**src/rtl/dma_tg_pkg.sv**
```systemverilog
// Shared types and helpers for the DMA traffic generator / checker.
// Contents:
//   fsm_t        - per-direction run state (IDLE, RUN, DONE)
//   BEAT_BYTES   - bytes per beat at the default data width, BEAT_LOG2 its log2
//   MAX_DATA_W   - widest data bus the pattern helper can fill
//   beat_log2    - log2 of bytes per beat for an arbitrary data width
//   pattern_word - deterministic beat pattern: 32-bit lane j = seed + g + j
package dma_tg_pkg;

  typedef enum logic [1:0] {IDLE, RUN, DONE} fsm_t;

  localparam int unsigned DEF_DATA_W = 512;
  localparam int unsigned BEAT_BYTES = DEF_DATA_W / 8;
  localparam int unsigned BEAT_LOG2  = $clog2(BEAT_BYTES);
  localparam int unsigned MAX_DATA_W = 4096;

  function automatic int unsigned beat_log2(input int unsigned data_w);
    return $clog2(data_w / 8);
  endfunction

  // Lanes at or above data_w/32 are left zero so callers can size-cast the
  // result down to their own bus width.
  function automatic logic [MAX_DATA_W-1:0] pattern_word(input logic [31:0] seed,
                                                         input logic [31:0] g,
                                                         input int unsigned data_w);
    logic [MAX_DATA_W-1:0] w;
    w = '0;
    for (int unsigned j = 0; j < MAX_DATA_W / 32; j++) begin
      if (j < data_w / 32) w[j*32 +: 32] = seed + g + 32'(j);
    end
    return w;
  endfunction

endpackage

```
**src/rtl/dma_tg_cmd_issuer.sv**
```systemverilog
// Command issuer for one DMA direction.
// Ports:
//   clk, rst            - clock, synchronous active-high reset
//   load                - start of run: latch base/stride/ops, clear counters
//   base, stride, ops   - run configuration (sampled on load only)
//   run                 - issuing enabled (direction FSM in RUN)
//   cmd_ready           - command handshake from dma_inf
//   beat_done           - last beat of a command accepted
//   cmd_valid, cmd_addr - command request
//   all_issued          - every command of the run has been handshaken
//   outstanding         - commands issued whose data has not completed
module dma_tg_cmd_issuer import dma_tg_pkg::*; #(
  parameter int unsigned ADDR_W  = 64,
  parameter int unsigned CNT_W   = 32,
  parameter int unsigned MAX_OUT = 8
) (
  input  logic                     clk,
  input  logic                     rst,
  input  logic                     load,
  input  logic [ADDR_W-1:0]        base,
  input  logic [ADDR_W-1:0]        stride,
  input  logic [CNT_W-1:0]         ops,
  input  logic                     run,
  input  logic                     cmd_ready,
  input  logic                     beat_done,
  output logic                     cmd_valid,
  output logic [ADDR_W-1:0]        cmd_addr,
  output logic                     all_issued,
  output logic [$clog2(MAX_OUT):0] outstanding
);

  localparam int unsigned OUT_W = $clog2(MAX_OUT) + 1;

  logic [ADDR_W-1:0] addr_q;
  logic [ADDR_W-1:0] stride_q;
  logic [CNT_W-1:0]  ops_q;
  logic [CNT_W-1:0]  issued_q;
  logic [OUT_W-1:0]  out_q;
  logic              fire;
  logic              dec;

  assign all_issued  = (issued_q == ops_q);
  // Valid stays up until ready: nothing that gates it can fall while waiting.
  assign cmd_valid   = run && !all_issued && (out_q < OUT_W'(MAX_OUT));
  assign fire        = cmd_valid && cmd_ready;
  assign dec         = beat_done && (out_q != '0);
  assign cmd_addr    = addr_q;
  assign outstanding = out_q;

  always_ff @(posedge clk) begin
    if (rst) begin
      addr_q   <= '0;
      stride_q <= '0;
      ops_q    <= '0;
      issued_q <= '0;
      out_q    <= '0;
    end else if (load) begin
      addr_q   <= base;
      stride_q <= stride;
      ops_q    <= ops;
      issued_q <= '0;
      out_q    <= '0;
    end else begin
      if (fire) begin
        // Accumulated address, wraps naturally at 2^ADDR_W.
        addr_q   <= addr_q + stride_q;
        issued_q <= issued_q + CNT_W'(1);
      end
      if (fire && !dec) begin
        out_q <= out_q + OUT_W'(1);
      end else if (dec && !fire) begin
        out_q <= out_q - OUT_W'(1);
      end
    end
  end

endmodule

```
**config.mk**
```make
export PLATFORM = sky130hd
export DESIGN_NAME = dma_tg_cmd_issuer
export DESIGN_NICKNAME = d
export VERILOG_FILES = /design/src/rtl/dma_tg_pkg.sv /design/src/rtl/dma_tg_cmd_issuer.sv
export SDC_FILE = /design/constraint.sdc
export NUM_CORES = 1
export LEC_CHECK = 0
export BUFFER_PORTS_ARGS = -buffer_cell sky130_fd_sc_hd__buf_2
export CORE_MARGIN = 2
export CORE_UTILIZATION = 30
export CTS_CLUSTER_DIAMETER = 60
export CTS_CLUSTER_SIZE = 10
export DETAILED_ROUTE_END_ITERATION = 12
export PLACE_DENSITY = 0.54
export SLEW_MARGIN = 20
export SYNTH_ARGS = -nofsm -noshare
export SYNTH_HDL_FRONTEND = slang
export SYNTH_SLANG_ARGS = --single-unit
```
**constraint.sdc**
```tcl
create_clock -name clk -period 10.6 [get_ports clk]
set_input_delay 0.53 -clock clk [delete_from_list [all_inputs] [get_ports clk]]
set_output_delay 0.53 -clock clk [all_outputs]
set_load 0.01 [all_outputs]
```
==> impl_summary.log <==
INFO  metric outcome = complete, no violations
INFO  metric antenna_found_initial = 4
INFO  metric max_clock_freq = 0.261 GHz
INFO  metric synth-compound-area-share = 20.5%
INFO  metric muxShareOfSynthArea = 8.65%
INFO  metric syn_nets = 1,707
INFO  metric detailedRoute.firstPassIterationCount = 5
INFO  metric route.vias.total = 11.1k
INFO  metric worst_setup_path_end_kind = register
INFO  metric setup_viol = 0
INFO  metric ys_seq_area_share = 32.8%
INFO  metric first_global_vias = 10.9k
INFO  metric drc_errors = 0
INFO  metric place.detailed.hpwl = 28,600 µm
INFO  metric drtAntennaViolNets = 0
INFO  metric cts.clk_slew.worst_paths = 0.08 ns
INFO  metric path_cells = xor2_1, nor4_1, nand4_1, nor4_2, nand4bb_4, inv_2, ha_1, inv_1, ha_1, a21o_1, a21oi_1, xnor2_1, or3_1, a21oi_1
INFO  metric cts_hold_buffers = 0
INFO  metric core_area = 39,500 µm²
INFO  metric worst_setup_start_kind = register
INFO  metric criticalPathCategory = reg -> reg
INFO  metric timing.hold.worst_path_depth = 3
INFO  metric critical_path_arrival = 4.21 ns
INFO  metric number_of_pins_exceeding_their_max_slew_limit_in_the_final_report = 0
INFO  metric syn2layout_area_growth = 17.9%
INFO  metric yosys.area_share.xor_xnor = 8.06%
INFO  metric synth_top_family_by_area = compound AO/OA/AOI/OAI gates
INFO  metric die_width = 204 µm
INFO  metric grt_use_met2 = 29.8%
INFO  metric synth.lib_cells_used.distinct = 73
INFO  metric grt_use_total = 18.3%
INFO  metric slowest_stage = sky130_fd_sc_hd__nand4bb_4
INFO  metric die-height = 204 µm
INFO  metric critical-path-top-delay-family = simple AND/OR/NAND/NOR gates
INFO  metric timing_hold_violations_final = 0
INFO  metric htree_levels = 4
INFO  metric synthCells = 1,472
INFO  metric dpl_worst_slack = 6.77 ns
INFO  metric unrepaired_setup_endpoints_after_global_routing = no
INFO  metric synth_warnings = 0
INFO  metric mappedNetlistArea = 12,000 µm²
INFO  metric cts.sink_count = 196
INFO  metric tritoncts_clock_tree = done
INFO  metric grt.met3_usage = 4.01%
INFO  metric critical-path-max-stage-delay = 0.63 ns
INFO  metric post_drt_via_cell_ratio = 5.11
INFO  metric post_cts_buffers = 0
INFO  metric die-area = 41,500 µm²
INFO  metric layout.nets = 1,872
INFO  metric ff2ff_path_depth = 14
INFO  metric setup_slack = 6.77 ns
INFO  metric synth-adder-area-share = 7.35%
INFO  metric post_synth.cell_area_avg = 8.12 µm²
INFO  metric critical_path_peak_fanout = 47
INFO  metric relSlewSlack = 34.6%
INFO  metric grt_max_degree = 88
INFO  metric min_period = 3.83 ns
INFO  metric reg2reg_to = outstanding[3]
INFO  metric wire_per_inst = 17.4 µm
INFO  metric grt_overflow = 0
INFO  metric port_buffers = 235
INFO  metric placement.cell_area = 13,500 µm²
INFO  metric post_route_cells_drive_above_1_share = 18.1%
INFO  metric power.leakage = 6.51 nW
INFO  metric holdCritPathClass = in -> reg
INFO  metric synth_seq_cells = 196
INFO  metric ios = 236
INFO  metric grt_pass1_wl = 59,800 µm
INFO  metric asyncSetResetFlopFracSynth = 0%
INFO  metric grt.met1_usage = 24.1%
INFO  metric critical_path_rt = 10.98 ns
INFO  metric initial_utilization = 30.2%
INFO  metric totalPowerFinal = 1.90 mW
INFO  metric fin_area = 14,100 µm²
INFO  metric wl = 37,900 µm
INFO  metric cts_buffer_depth = 2
INFO  metric netlist.area_leader.share = 32.8%
INFO  metric final_min_period_over_clock_period = 36.1%
INFO  metric routabilityCongestion = 0.869
INFO  metric worst_skew_pair.late_latency = 0.47 ns
INFO  metric yosys_top_cell_by_area = sky130_fd_sc_hd__dfxtp_1
INFO  metric timing.critical_path.buf_inv = 2
INFO  metric clockRootBuffer = sky130_fd_sc_hd__clkbuf_16
INFO  metric ff2ff_setup_slack = 6.77 ns
INFO  metric number_of_buffers_created_by_cts = 17
INFO  metric initial_drt_markers = 538
INFO  metric grt_busiest_layer = met2
INFO  metric postLayoutCoreUtil = 35.6%
INFO  metric fillCellCount = 4,164
INFO  metric finalClockSkew = 0.0170 ns
INFO  metric fin_tns_setup = 0 ns
INFO  metric post_cts_resize_count = 0
INFO  metric ys_top_cells_by_area = sky130_fd_sc_hd__dfxtp_1 33%, sky130_fd_sc_hd__mux2i_1 8.4%, sky130_fd_sc_hd__ha_1 7.0%, sky130_fd_sc_hd__nor2_1 6.2%, sky130_fd_sc_hd__a21oi_1 6.0%
INFO  metric irDropWorstVdd = 0.0990 mV
INFO  metric reg2reg_from = issued_q[16]
INFO  metric cellPowerDensity = 135 nW/µm²
INFO  metric timing_worst_slew_pin_value = 0.981 ns
INFO  metric maxCapViolCount = 0
INFO  metric synth_enable_flop_cells = 0
INFO  metric holdCritStartpoint = ops[24]
INFO  metric synth_ff_type = sky130_fd_sc_hd__dfxtp_1
INFO  metric min_delay_worst_endpoint = ops_q[24]
INFO  metric num_rows = 73
INFO  metric synth_simple_gate_area_share = 18.2%
-- worst max-delay path by stage --
stage          slack (ns)  cells after the start        endpoint          from
2_1_floorplan        7.07                     17  outstanding[3]   issued_q[2]
3_3_place_gp         6.88                     14  outstanding[3]  issued_q[16]
3_5_place_dp         6.77                     14  outstanding[3]  issued_q[16]
4_1_cts              6.75                     12    cmd_addr[60]   cmd_addr[0]
5_1_grt              6.46                     14  outstanding[3]   issued_q[2]
6_report             6.77                     14  outstanding[3]  issued_q[16]
-- per-layer routing --
metal / vias to the layer above / part of all wire, %
li1: 5581 / -
met1: 5199 / 47
met2: 284 / 46
met3: 46 / 5.3
met4: 4 / 1.9
met5: - / 0.085
-- stage by stage --
| step | hold WS [ns] | std cells |
|---|---|---|
| 6_report | 0.289 | 2176 |
| 5_1_grt | 0.268 | 2175 |
| 4_1_cts | 0.260 | 2175 |
| 3_5_place_dp | 0.491 | 2143 |
| 3_3_place_gp | 0.479 | 2143 |
| 2_1_floorplan | 0.465 | 1472 |
-- synthesized netlist by cell type, drive strengths merged, types with 15 or more instances --
cell and count:
xnor2 48, nand3 31, ha 67, mux2i 100
and3 19, a221oi 20, dfxtp 196, buf 15
inv 40, a21o 49, nor3 15, o21ai 56
clkbuf 80, nand2 133, nor2 198, a21oi 144
nand4 33, xor2 62
-- kinds of logic after synthesis --
| logic type | after synthesis |
|---|---|
| and+or+nand+nor | 482 |
| AOI/OAI and AO/OA | 377 |
| DFF | 196 |
| buffers and inverters | 135 |
| xor gates and xnor gates | 110 |
| muxes | 103 |
| adders and majority gates | 69 |
-- tightest hold or removal path, cell delays in order --
cell	delay [ns]
sky130_fd_sc_hd__buf_2	0.07
sky130_fd_sc_hd__mux2i_1	0.05
sky130_fd_sc_hd__nor2_1	0.07
-- placed cells by master (no fill, tap or decap), types with 17 or more instances in the layout --
| master | synthesis | final |
|---|---|---|
| sky130_fd_sc_hd__and3_1 | 19 | 19 |
| sky130_fd_sc_hd__ha_1 | 67 | 67 |
| sky130_fd_sc_hd__a21o_1 | 49 | 49 |
| sky130_fd_sc_hd__clkbuf_16 | 0 | 17 |
| sky130_fd_sc_hd__inv_1 | 39 | 38 |
| sky130_fd_sc_hd__a221oi_1 | 19 | 19 |
| sky130_fd_sc_hd__xnor2_1 | 48 | 48 |
| sky130_fd_sc_hd__mux2i_1 | 100 | 100 |
| sky130_fd_sc_hd__nand2_1 | 133 | 133 |
| sky130_fd_sc_hd__nand3_1 | 31 | 31 |
| sky130_fd_sc_hd__nand4_1 | 33 | 33 |
| sky130_fd_sc_hd__dfxtp_1 | 196 | 196 |
| sky130_fd_sc_hd__xor2_1 | 62 | 62 |
| sky130_fd_sc_hd__o21ai_0 | 53 | 53 |
| sky130_fd_sc_hd__buf_2 | 13 | 233 |
| sky130_fd_sc_hd__a21oi_1 | 143 | 143 |
| sky130_fd_sc_hd__nor2_1 | 198 | 198 |
-- cell type report --
class | count | area (µm²) | share of cell area (%)
Multi-Input combinational cell | 1141 | 7520 | 53.4
Sequential cell | 196 | 3920 | 27.8
Timing Repair Buffer | 241 | 1230 | 8.74
Tap cell | 525 | 657 | 4.66
Clock buffer | 17 | 425 | 3.02
Clock inverter | 15 | 180 | 1.28
Inverter | 40 | 150 | 1.07
Antenna cell | 1 | 2.50 | 0.0178
-- sequential cells by signal, summed over array words and instances (netlist names) --
name	flops
cmd_addr	64
stride_q	64
issued_q	32
ops_q	32
outstanding	4
-- power breakdown --
part	total (mW)	switching, mW	internal [mW]
Combinational	0.391	0.232	0.159
Clock	0.691	0.332	0.359
Sequential	0.814	0.0358	0.778
Total	1.90	0.599	1.30
(Power assumes the default switching activity.)
